===== config.mk =====
export PLATFORM = sky130hd
export DESIGN_NAME = led_display_seq
export DESIGN_NICKNAME = d
export VERILOG_FILES = /design/src/rtl/led_display_seq.sv
export SDC_FILE = /design/constraint.sdc
export NUM_CORES = 1
export LEC_CHECK = 0
export ABC_AREA = 1
export BUFFER_PORTS_ARGS = -buffer_cell sky130_fd_sc_hd__buf_4
export CAP_MARGIN = 5
export CORE_MARGIN = 4
export CORE_UTILIZATION = 59
export DETAILED_ROUTE_END_ITERATION = 12
export PLACE_DENSITY = 0.79
export SETUP_SLACK_MARGIN = 0.15
export SYNTH_ARGS = -nofsm -noshare
export SYNTH_HDL_FRONTEND = slang
export SYNTH_SLANG_ARGS = --single-unit

===== constraint.sdc =====
create_clock -name clk -period 2.2 [get_ports clk]
set_input_delay 0.44 -clock clk [delete_from_list [all_inputs] [get_ports clk]]
set_output_delay 0.44 -clock clk [all_outputs]
set_load 0.01 [all_outputs]

===== src/rtl/led_display_seq.sv =====
// Registered LED mode sequencer for the tug-of-war board: static modes plus blink, chase and win-flash.
// Define LED_PWM_EN to add the duty[3:0] input and PWM dimming inside the output register.
module led_display_seq #(
    parameter int                  NUM_LEDS    = 7,
    parameter logic [NUM_LEDS-1:0] PATTERN     = 7'b1001101,
    parameter logic [NUM_LEDS-1:0] ALT_PATTERN = 7'b1010101,
    parameter int                  TICK_DIV    = 25000000,
    parameter int                  FLASH_COUNT = 3
) (
    input  logic                clk,
    input  logic                rst_n,
    input  logic [2:0]          mode,
    input  logic [NUM_LEDS-1:0] score,
`ifdef LED_PWM_EN
    input  logic [3:0]          duty,
`endif
    output logic [NUM_LEDS-1:0] leds_out,
    output logic                tick,
    output logic                win_done
);

    localparam int PS_W = $clog2(TICK_DIV);
    localparam int CP_W = (NUM_LEDS > 1) ? $clog2(NUM_LEDS) : 1;
    localparam int FC_W = ($clog2(FLASH_COUNT + 1) > 1) ? $clog2(FLASH_COUNT + 1) : 1;

    localparam logic [PS_W-1:0] PS_LAST   = PS_W'(TICK_DIV - 1);
    localparam logic [CP_W-1:0] CP_LAST   = CP_W'(NUM_LEDS - 1);
    localparam logic [FC_W-1:0] FC_TARGET = FC_W'(FLASH_COUNT);

    localparam logic [2:0] MODE_OFF     = 3'd0;
    localparam logic [2:0] MODE_ALL_ON  = 3'd1;
    localparam logic [2:0] MODE_SCORE   = 3'd2;
    localparam logic [2:0] MODE_PATTERN = 3'd3;
    localparam logic [2:0] MODE_BLINK   = 3'd4;
    localparam logic [2:0] MODE_CHASE   = 3'd5;
    localparam logic [2:0] MODE_WIN     = 3'd6;

    localparam logic [1:0] FLASH_ON  = 2'd0;
    localparam logic [1:0] FLASH_OFF = 2'd1;
    localparam logic [1:0] HOLD      = 2'd2;

    logic [PS_W-1:0]     prescaler, prescaler_nxt;
    logic                phase, phase_nxt;
    logic [CP_W-1:0]     chase_pos, chase_pos_nxt;
    logic [FC_W-1:0]     flash_cnt, flash_cnt_nxt;
    logic [1:0]          win_state, win_state_nxt;
    logic [2:0]          mode_q;
    logic                mode_change;
    logic                win_done_nxt;
    logic [NUM_LEDS-1:0] chase_onehot;
    logic [NUM_LEDS-1:0] disp_pattern;
    logic [NUM_LEDS-1:0] led_gate;

    assign mode_change   = (mode != mode_q);
    assign prescaler_nxt = (prescaler == PS_LAST) ? '0 : prescaler + 1'b1;

    // Animation state advances on the registered tick; a mode change restarts every animation.
    always_comb begin
        // NOTE: every variable driven here gets a default first, so no path can infer a latch.
        phase_nxt     = phase;
        chase_pos_nxt = chase_pos;
        flash_cnt_nxt = flash_cnt;
        win_state_nxt = win_state;
        if (mode_change) begin
            phase_nxt     = 1'b0;
            chase_pos_nxt = '0;
            flash_cnt_nxt = '0;
            win_state_nxt = FLASH_ON;
        end else if (tick) begin
            phase_nxt = ~phase;
            if (mode == MODE_CHASE) begin
                chase_pos_nxt = (chase_pos == CP_LAST) ? '0 : chase_pos + 1'b1;
            end
            if (mode == MODE_WIN) begin
                case (win_state)
                    FLASH_ON:  win_state_nxt = FLASH_OFF;
                    FLASH_OFF: begin
                        flash_cnt_nxt = flash_cnt + 1'b1;
                        win_state_nxt = (flash_cnt_nxt == FC_TARGET) ? HOLD : FLASH_ON;
                    end
                    HOLD:      win_state_nxt = HOLD;
                    default:   win_state_nxt = FLASH_ON;
                endcase
            end
        end
    end

    // Display pattern from the incoming mode and the state in effect before the edge.
    always_comb begin
        chase_onehot            = '0;
        chase_onehot[chase_pos] = 1'b1;
        case (mode)
            MODE_OFF:     disp_pattern = '0;
            MODE_ALL_ON:  disp_pattern = '1;
            MODE_SCORE:   disp_pattern = score;
            MODE_PATTERN: disp_pattern = PATTERN;
            MODE_BLINK:   disp_pattern = phase ? '0 : score;
            MODE_CHASE:   disp_pattern = chase_onehot;
            MODE_WIN: begin
                case (win_state)
                    FLASH_ON:  disp_pattern = '1;
                    HOLD:      disp_pattern = score;
                    default:   disp_pattern = '0;
                endcase
            end
            default:      disp_pattern = ALT_PATTERN;
        endcase
    end

    assign win_done_nxt = (mode == MODE_WIN) && !mode_change && (win_state == HOLD);

`ifdef LED_PWM_EN
    logic [3:0] pwm_cnt;

    always_ff @(posedge clk) begin
        if (!rst_n) pwm_cnt <= '0;
        else        pwm_cnt <= pwm_cnt + 4'd1;
    end

    assign led_gate = {NUM_LEDS{pwm_cnt < duty}};
`else
    assign led_gate = '1;
`endif

    always_ff @(posedge clk) begin
        // NOTE: state registers use non-blocking assignments so every flop samples pre-edge values.
        if (!rst_n) begin
            prescaler <= '0;
            tick      <= 1'b0;
            phase     <= 1'b0;
            chase_pos <= '0;
            flash_cnt <= '0;
            win_state <= FLASH_ON;
            mode_q    <= '0;
            leds_out  <= '0;
            win_done  <= 1'b0;
        end else begin
            prescaler <= prescaler_nxt;
            tick      <= (prescaler_nxt == PS_LAST);
            phase     <= phase_nxt;
            chase_pos <= chase_pos_nxt;
            flash_cnt <= flash_cnt_nxt;
            win_state <= win_state_nxt;
            mode_q    <= mode;
            leds_out  <= disp_pattern & led_gate;
            win_done  <= win_done_nxt;
        end
    end

endmodule

==> reports/results.tsv, run 1 <==
stage	metric	value	unit
run_status	outcome	finished, final reports clean	
drt	vias	2546	
timing	fmax	0.534	GHz
die	io_pins	21	
final_layout	drive_gt1_frac	0.151	
drt	drcViolationCount	0	
synthesis	syn-cell-area	2550	um^2
clock_network	cts.sinks	45	
synthesis	ys_ff_latch	45	
synthesis	avgSynthCellArea	6.48	um^2
timing	rsz0062_at_grt	no	
worst_setup_path	worstPathArrival	2120	ps
synthesis	ys_types	34	
drt	wl_per_cell	12.8	um
final_layout	final_common_cell	nand2_1	
hold_path	hold_path_class	in -> reg	
global_route	antenna_found_initial	0	
clock_network	cts_resized	0	
power	clock_power_share	0.351	
hold_path	whs_path_depth	3	
final_layout	mostFrequentLayoutCells	nand2_1, nor2_1, inv_1	
power	p_seq_frac	0.569	
timing	final-hold-violation-count	0	
power	switching_share	0.250	
worst_setup_path	cp-end-kind	flip-flop	
clock_network	clock_latency	300	ps
clock_network	clockRootBuffer	clkbuf_8	
die	start_util	0.623	
worst_setup_path	r2r_cells	11	
die	fp.dieW	73.7	um
clock_network	cts_hold_buf	0	
die	die-area	5430	um^2
worst_setup_path	slowest_stage	dfxtp_1	
worst_setup_path	r2r-end	tick$_SDFF_PN0_	
worst_setup_path	path_max_fanout	5	
timing	drv_slew	0	
synthesis	synth_nets	407	
worst_setup_path	slowest_delay	400	ps
power	p_leak	1.23	nW
global_route	grt_usage	0.243	
worst_setup_path	crit_type	reg -> reg	
placement	gp_congestion	0.950	
timing	skew	3.13	ps
worst_setup_path	worst-path-buf-inv	0	
global_route	grt_pass1_vias	2297	
die	core_area	4090	um^2
final_layout	nNetsFinal	430	
timing	setup_viol	0	
synthesis	seq_area_frac_synth	0.354	
global_route	grt_first_pass_wirelength	10300	um
power	p_int	0.00111	W
worst_setup_path	cp_top_family	simple AND/OR/NAND/NOR gates	
drt	ant_nets	0	
clock_network	htree_levels	2	
final_layout	area_growth	11.5	%
drt	drt_wl_total	6000	um
hold_path	hold_end	mode_q[1]$_SDFF_PN0_	
synthesis	syn_inst	393	
timing	holdWs	372	ps
placement	portBuffers	20	
timing	worst_slew_pin_slew	363	ps
die	die_h	73.7	um
placement	dp_hpwl	4740	um
worst_setup_path	r2r_start	prescaler[0]$_SDFF_PN0_	
timing	timing.slew.headroom	0.756	
worst_setup_path	start_kind	flip-flop	
worst_setup_path	crit_chain	ha_1 -> nand2_2 -> nor2_4 -> nand2_2 -> nor2_4 -> a21oi_1 -> nor2_1 -> nand3_1 -> nor2_1 -> nand2_1 -> nor2_2	
clock_network	cts-buffers-inserted	5	
clock_network	clockBufferDepth	2	
synthesis	yosys_warnings	0	
final_layout	antenna_cells	0	
power	irDropWorstVdd	0.000489	V
worst_setup_path	crit_required	2450	ps
drt	dr.first_iter.drc_count	239	
global_route	grt_overflow_total	0	
drt	firstDrtPassIters	5	
power	combPwrFrac	0.080	
timing	finalCritPeriodShare	0.851	
clock_network	clkSlewWorstSetupHoldPaths	90	ps
power	p_switching	0.000369	W
power	powerDensity	519	nW/um^2
timing	fin_crit	1870	ps
worst_setup_path	rrSetupSlack	330	ps
global_route	grt_max_degree	22	
drt	viasPerCell	5.45	
job	cap_violations	0	
hold_path	worstHoldStart	mode[1]	
timing	final.setup.tns	0	ps
clock_network	postCtsSetupBuffers	0	
clock_network	cts_tree	done	
die	num_rows	23	
-- flip-flops by register name (all words and copies together) (netlist names), 2 cells and up --
signal,cells
flash_cnt,2
leds_out,7
mode_q,3
win_state,2
chase_pos,3
prescaler,25
-- cells by family (layout without fill, tap and decap cells) --
group	count (synthesis)	in the layout	share of synthesized area
xor gates and xnor gates	7	7	0.0241
adders and majority gates	2	2	0.00982
buffers and inverters	69	93	0.102
AOI/OAI and AO/OA	36	36	0.0830
and+or+nand+nor	234	234	0.427
DFF	45	45	0.354
-- worst min-delay path, stage by stage --
cell	delay [ps]
buf_4	120
nand2_1	50
inv_1	40
-- routing by layer --
layer	vias to the layer above	wire (um)	global-route usage
met3	14	475	0.0547
met4	0	112	0.0885
met2	100	2680	0.372
met5	-	0	0
li1	1288	-	-
met1	1144	2730	0.333
-- layout make-up --
cell class                 instances  area (um^2)
clock inverter                     3         21.3
multi-input combinational        279         1390
fill                             368         1250
inverter                          64          240
sequential                        45          901
timing repair buffer              21          158
tap                               50         62.6
clock buffer                       5         68.8
-- metrics by stage --
stage          power [W]   util  setup slack (ps)  cells  area, um^2
3_5_place_dp    0.000976  0.672               331    459        2750
2_1_floorplan   0.000926      -               642    393        2550
5_1_grt          0.00154  0.695               177    467        2840
4_1_cts          0.00149  0.694               315    467        2840
3_3_place_gp    0.000973  0.672               357    459        2750
6_report         0.00147  0.695               327    467        2840
-- worst max path at each step --
stage	start	endpoint	slack [ps]	cells past startpoint
floorplan	prescaler[0]$_SDFF_PN0_	tick$_SDFF_PN0_	640	11
global placement	prescaler[0]$_SDFF_PN0_	tick$_SDFF_PN0_	360	12
detailed placement	prescaler[0]$_SDFF_PN0_	tick$_SDFF_PN0_	330	12
CTS	prescaler[0]$_SDFF_PN0_	tick$_SDFF_PN0_	310	12
global route	prescaler[0]$_SDFF_PN0_	tick$_SDFF_PN0_	180	11
finish	prescaler[0]$_SDFF_PN0_	tick$_SDFF_PN0_	330	11
-- power by group through the flow --
stage	Sequential [W]	Clock [W]	Combinational, W
floorplan	0.000863	0	0.0000628
finish	0.000840	0.000518	0.000118
global placement	0.000858	0	0.000115
detailed placement	0.000859	0	0.000117
global route	0.000841	0.000564	0.000130
CTS	0.000840	0.000530	0.000117
-- synthesized netlist by cell type (all sizes together) --
library cell	number	area (um^2)
nand2	95	389
nor2	79	377
inv	63	236
dfxtp	45	901
nand3	36	185
o21ai	16	83.8
nor3	11	55.1
nand4	10	62.6
a21oi	9	45.0
xor2	5	43.8
clkbuf	4	15.0
a22oi	2	15.0
ha	2	25.0
o21bai	2	15.0
o22ai	2	12.5
xnor2	2	17.5
a31o	1	8.76
a31oi	1	6.26
a41oi	1	8.76
buf	1	5.00
clkinv	1	3.75
nand3b	1	7.51
nor4	1	6.26
o21a	1	7.51
o311ai	1	8.76
or2	1	6.26
(Power assumes the default switching activity.)
==> run 2: changes to the inputs <==
==> constraint.sdc (replaced) <==
create_clock -name clk -period 1.75 [get_ports clk]
set_input_delay 0.35 -clock clk [delete_from_list [all_inputs] [get_ports clk]]
set_output_delay 0.35 -clock clk [all_outputs]
set_load 0.01 [all_outputs]
==> run 2 against run 1 <==
Compared with the run above: cell area is 9.3% higher; critical path depth is 2 higher; flip-flop and latch count stayed put; sequential share of layout area is 1.9 points lower; critical path type unchanged; critical endpoint unchanged.
==> reports/results.tsv, run 2 (same netlist as run 1, synthesis figures left out) <==
stage	metric	value	unit	change
run_status	outcome	finished, final reports clean		
worst_setup_path	r2r-end	tick$_SDFF_PN0_		
final_layout	nNetsFinal	447		+4.0%
global_route	grt_max_degree	22		unchanged
final_layout	finalInstanceArea	3100	um^2	+9.3%
final_layout	final_common_cell	nand2_1		
clock_network	clockBufferDepth	2		unchanged
clock_network	clockRootBuffer	clkbuf_8		
worst_setup_path	crit_required	1950	ps	-500 ps
drt	vias	2661		+4.5%
drt	firstDrtPassIters	5		unchanged
worst_setup_path	slowest_delay	380	ps	-20 ps
final_layout	drive_gt1_frac	0.260		+0.109
worst_setup_path	path_common_cell	nand2_1		
drt	wl_per_cell	13.5	um	+5.4%
clock_network	cts_hold_buf	0		unchanged
clock_network	cts_tree	done		
timing	rsz0062_at_grt	yes		
hold_path	hold_path_class	in -> reg		
worst_setup_path	worstSetupEndpoint	tick$_SDFF_PN0_		
die	start_util	0.623		unchanged
clock_network	cts.sinks	45		unchanged
drt	ant_nets	0		unchanged
worst_setup_path	path_max_fanout	4		-1
timing	fmax	0.594	GHz	+11%
clock_network	clock_latency	300	ps	about the same
worst_setup_path	r2r_start	prescaler[0]$_SDFF_PN0_		
die	die-area	5430	um^2	unchanged
timing	fin_crit	1680	ps	-189 ps
global_route	antenna_found_initial	0		unchanged
hold_path	worstHoldStart	mode[2]		
worst_setup_path	crit_chain	ha_4 -> nand2_4 -> nor2_4 -> nand2_4 -> nor2_4 -> buf_4 -> nand3_1 -> nand2_1 -> nor2_2 -> nand2_1 -> nor2_1 -> nand2_1 -> nor2_2		
drt	dr.first_iter.drc_count	239		unchanged
power	powerDensity	617	nW/um^2	+19%
final_layout	reg_top3	prescaler x25, leds_out x7		
global_route	grt_pass1_vias	2475		+7.7%
drt	viasPerCell	5.50		+0.85%
global_route	grt_overflow_total	0		unchanged
placement	dpl_cell_area	2790	um^2	+1.6%
die	io_pins	21		unchanged
global_route	grt_usage	0.257		+0.0136
worst_setup_path	start_kind	flip-flop		
global_route	grt_first_pass_wirelength	10900	um	+5.9%
die	core_area	4090	um^2	unchanged
die	die_h	73.7	um	unchanged
timing	final-hold-violation-count	0		unchanged
timing	worst_slew_pin_slew	283	ps	-79.7 ps
final_layout	area_growth	21.9	%	
worst_setup_path	r2r_cells	13		+2
worst_setup_path	worstPathArrival	1880	ps	-240 ps
timing	drv_slew	0		unchanged
worst_setup_path	cp-end-kind	flip-flop		
clock_network	clkSlewWorstSetupHoldPaths	80	ps	about the same
placement	portBuffers	20		unchanged
die	fp.dieW	73.7	um	unchanged
final_layout	regMostFlops	prescaler		
worst_setup_path	cp-startpoint	prescaler[0]$_SDFF_PN0_		
worst_setup_path	crit_type	reg -> reg		
placement	dp_hpwl	4750	um	+0.31%
timing	holdWs	290	ps	-82.3 ps
die	num_rows	23		unchanged
final_layout	largest_reg_flops	25		unchanged
drt	drt_wl_total	6550	um	+9.2%
clock_network	cts-buffers-inserted	5		unchanged
job	cap_violations	0		unchanged
timing	setup_viol	0		unchanged
worst_setup_path	slowest_stage	dfxtp_4		
drt	drcViolationCount	0		unchanged
timing	finalCritPeriodShare	0.962		+0.111
timing	skew	4.13	ps	+0.996 ps
placement	gp_congestion	0.972		+2.3%
worst_setup_path	rrSetupSlack	70	ps	-260 ps
final_layout	mostFrequentLayoutCells	nand2_1, inv_1, nor2_1		
power	irDropWorstVdd	0.000379	V	-22%
final_layout	antenna_cells	0		unchanged
clock_network	htree_levels	2		unchanged
timing	timing.slew.headroom	0.809		+0.0530
power	p_leak	1.37	nW	+12%
[run 2: cell types whose count changed in the layout (fill, tap and decap cells not counted), sizes merged]
| cell | delta |
|---|---|
| clkinvlp | -1 |
| inv | -1 |
| clkbuf | +2 |
| buf | +17 |
[run 2: cell type report]
class                      instances  area, um^2
multi-input combinational        279        1480
fill                             337         982
sequential                        45         927
timing repair buffer              38         293
inverter                          64         240
clock buffer                       7        96.3
tap                               50        62.6
clock inverter                     1        5.00
[run 2: repair_timing]
item                       in CTS  in global routing
gates resized for setup        23                 23
pin swaps                      13                 11
buffers inserted                7                  4
setup endpoints to repair      11                  3
cloned                          0                  0
hold endpoints to repair        0                  0
[run 2: how the worst min path moves through the flow]
| stage | depth (start not counted) | slack [ps] | endpoint |
|---|---|---|---|
| CTS | 3 | 290 | mode_q[2]$_SDFF_PN0_ |
| floorplan | 1 | 420 | flash_cnt[0]$_SDFFE_PP0P_ |
| detailed placement | 1 | 440 | flash_cnt[0]$_SDFFE_PP0P_ |
| finish | 3 | 290 | mode_q[2]$_SDFF_PN0_ |
| global route | 3 | 310 | mode_q[1]$_SDFF_PN0_ |
| global placement | 1 | 440 | flash_cnt[0]$_SDFFE_PP0P_ |
[run 2: power by group]
part           leakage [nW]  internal (W)  total [W]  switching [W]
registers             0.374       0.00104    0.00106      0.0000127
clock network        0.0542      0.000357   0.000699       0.000342
logic                 0.945     0.0000680   0.000158      0.0000901
total                  1.37       0.00147    0.00191       0.000445
[run 2: through the flow]
step | worst slack [ps] | util | setup TNS (ps) | std cells | power [W]
finish | 66.1 | 0.760 | 0 | 484 | 0.00191
global route | -30.4 | 0.760 | -30.4 | 484 | 0.00201
detailed placement | -72.4 | 0.683 | -72.4 | 465 | 0.00123
global placement | -37.3 | 0.683 | -37.3 | 465 | 0.00122
CTS | 116 | 0.737 | 0 | 480 | 0.00193
floorplan | 192 | - | 0 | 393 | 0.00116
[run 2: critical path, delay by kind of cell (launching register included)]
family	cells	cell delay, ps
simple gates	11	910
flops	1	380
fa+ha+maj	1	150
buf+inv	1	130
[run 2: layer usage]
metal	part of all wire	track usage
met1	0.45	0.333
met2	0.47	0.409
met3	0.061	0.0575
met4	0.028	0.105
met5	0	0
==> run 3: changes to the inputs <==
--- a/config.mk
+++ b/config.mk
@@ -11,7 +11,7 @@
 export CORE_MARGIN = 4
 export CORE_UTILIZATION = 59
 export DETAILED_ROUTE_END_ITERATION = 12
-export PLACE_DENSITY = 0.79
+export PLACE_DENSITY = 0.9
 export SETUP_SLACK_MARGIN = 0.15
 export SYNTH_ARGS = -nofsm -noshare
 export SYNTH_HDL_FRONTEND = slang
==> run 3 against run 2 <==
Compared with the run above: critical path depth down 5; combinational power down 3%; largest power group unchanged; register-to-register slack worse by 30 ps.
==> reports/results.tsv, run 3 (same netlist as run 1, synthesis figures left out) <==
stage	metric	value	unit	change
placement	gp_congestion	0.964		-0.79%
timing	setup_viol	0		unchanged
clock_network	htree_levels	2		unchanged
drt	viasPerCell	5.69		+3.5%
placement	dp_hpwl	4450	um	-6.5%
clock_network	clkSlewWorstSetupHoldPaths	90	ps	about the same
hold_path	hold_path_class	in -> reg		
timing	fin_crit	1720	ps	+31.9 ps
global_route	grt_overflow_total	0		unchanged
die	fp.dieW	73.7	um	unchanged
placement	dp_cells	462		-0.65%
final_layout	nNetsFinal	440		-1.6%
final_layout	fin_util	0.743		-0.0162
worst_setup_path	crit_type	reg -> reg		
drt	dr.first_iter.drc_count	299		+25%
worst_setup_path	path_max_fanout	6		+2
clock_network	cts_hold_buf	0		unchanged
die	num_rows	23		unchanged
timing	drv_slew	0		unchanged
final_layout	final-instance-count-excl-fill	476		-1.7%
job	cap_violations	0		unchanged
worst_setup_path	path_common_cell	nand2_1		
drt	wl_per_cell	13.8	um	+2.2%
worst_setup_path	crit_chain	nand2_1 -> nor2_1 -> nand2_1 -> o21ai_1 -> nand3_1 -> nor2_1 -> nand2_1 -> nor2_2		
final_layout	regMostFlops	prescaler		
worst_setup_path	slowest_delay	460	ps	+80 ps
timing	fin_ws	34.2	ps	-31.9 ps
worst_setup_path	crit_required	2000	ps	+50 ps
timing	fmax	0.583	GHz	-1.9%
die	start_util	0.623		unchanged
die	core_area	4090	um^2	unchanged
timing	timing.slew.headroom	0.781		-0.0281
die	die-area	5430	um^2	unchanged
timing	finalCritPeriodShare	0.980		+0.0182
drt	drcViolationCount	0		unchanged
drt	firstDrtPassIters	5		unchanged
run_status	outcome	finished, final reports clean		
global_route	grt_usage	0.247		-0.00995
timing	skew	9.49	ps	+5.36 ps
timing	final-hold-violation-count	0		unchanged
global_route	grt_first_pass_wirelength	10500	um	-4.0%
placement	portBuffers	20		unchanged
final_layout	final_common_cell	nand2_1		
clock_network	cts.sinks	45		unchanged
clock_network	clock_latency	310	ps	about the same
clock_network	cts_tree	done		
worst_setup_path	cp-end-kind	flip-flop		
power	powerDensity	619	nW/um^2	+0.32%
worst_setup_path	start_kind	flip-flop		
placement	place_ws	-24.9	ps	+47.6 ps
global_route	antenna_found_initial	0		unchanged
timing	rsz0062_at_grt	yes		
clock_network	clockRootBuffer	clkbuf_8		
global_route	grt_max_degree	22		unchanged
die	io_pins	21		unchanged
final_layout	mostFrequentLayoutCells	nand2_1, inv_1, nor2_1		
final_layout	antenna_cells	0		unchanged
power	irDropWorstVdd	0.000409	V	+7.8%
die	die_h	73.7	um	unchanged
timing	worst_slew_pin_slew	326	ps	+42.7 ps
final_layout	area_growth	19.3	%	
final_layout	reg_top3	prescaler x25, leds_out x7		
worst_setup_path	slowest_stage	dfxtp_1		
power	p_leak	1.33	nW	-2.8%
drt	ant_nets	0		unchanged
power	finalPower	0.00188	W	-1.8%
drt	vias	2708		+1.8%
worst_setup_path	worst-path-buf-inv	0		-1
final_layout	largest_reg_flops	25		unchanged
worst_setup_path	worstPathArrival	1970	ps	+90 ps
drt	drt_wl_total	6580	um	+0.53%
clock_network	clockBufferDepth	2		unchanged
final_layout	drive_gt1_frac	0.242		-0.0186
clock_network	cts-buffers-inserted	5		unchanged
global_route	grt_pass1_vias	2474		-0.040%
worst_setup_path	cp_top_family	simple AND/OR/NAND/NOR gates		
## run 3: where the power goes
part	internal (W)	switching [W]
combinational	0.0000685	0.0000856
clock	0.000312	0.000356
sequential	0.00105	0.0000127
total	0.00143	0.000454
## run 3: metal layers
metal | global-route usage | part of all wire | vias up
met5 | 0 | 0 | -
met4 | 0.115 | 0.030 | 0
met3 | 0.0575 | 0.084 | 31
met2 | 0.399 | 0.46 | 163
met1 | 0.309 | 0.43 | 1208
li1 | - | - | 1306
## run 3: tightest hold or removal path: cells and delay by family
family | cells | cell delay, ps
AND/OR/NAND/NOR | 1 | 50
buffers and inverters | 2 | 160
## run 3: worst paths after layout
| path | start | end | slack [ps] | depth (start not counted) |
|---|---|---|---|---|
| setup / recovery | prescaler[15]$_SDFF_PN0_ | tick$_SDFF_PN0_ | 30 | 8 |
| hold / removal | mode[1] | mode_q[1]$_SDFF_PN0_ | 280 | 3 |
| setup reg to reg | prescaler[15]$_SDFF_PN0_ | tick$_SDFF_PN0_ | 30 | 8 |
| hold reg to reg | flash_cnt[0]$_SDFFE_PP0P_ | flash_cnt[0]$_SDFFE_PP0P_ | 450 | 1 |
## run 3: repair_timing
action / CTS / global route
cloned: 0 / 0
buffers inserted: 5 / 2
resized for setup: 17 / 23
pin swaps: 8 / 7
endpoints found under the setup margin: 11 / 8
hold endpoints to repair: 0 / 0
## run 3: final cells by class
| type | count | area [um^2] |
|---|---|---|
| Tap cell | 50 | 62.6 |
| Fill cell | 302 | 1050 |
| Sequential cell | 45 | 920 |
| Inverter | 64 | 240 |
| Clock buffer | 6 | 82.6 |
| Timing Repair Buffer | 31 | 245 |
| Multi-Input combinational cell | 279 | 1480 |
| Clock inverter | 1 | 7.51 |
## run 3: through the flow
| step | hold WS (ps) | setup TNS, ps | instance area (um^2) |
|---|---|---|---|
| floorplan | 422 | 0 | 2550 |
| global route | 296 | -78.4 | 3040 |
| global placement | 435 | 0 | 2770 |
| detailed placement | 444 | -24.9 | 2770 |
| finish | 283 | 0 | 3040 |
| CTS | 273 | 0 | 2950 |
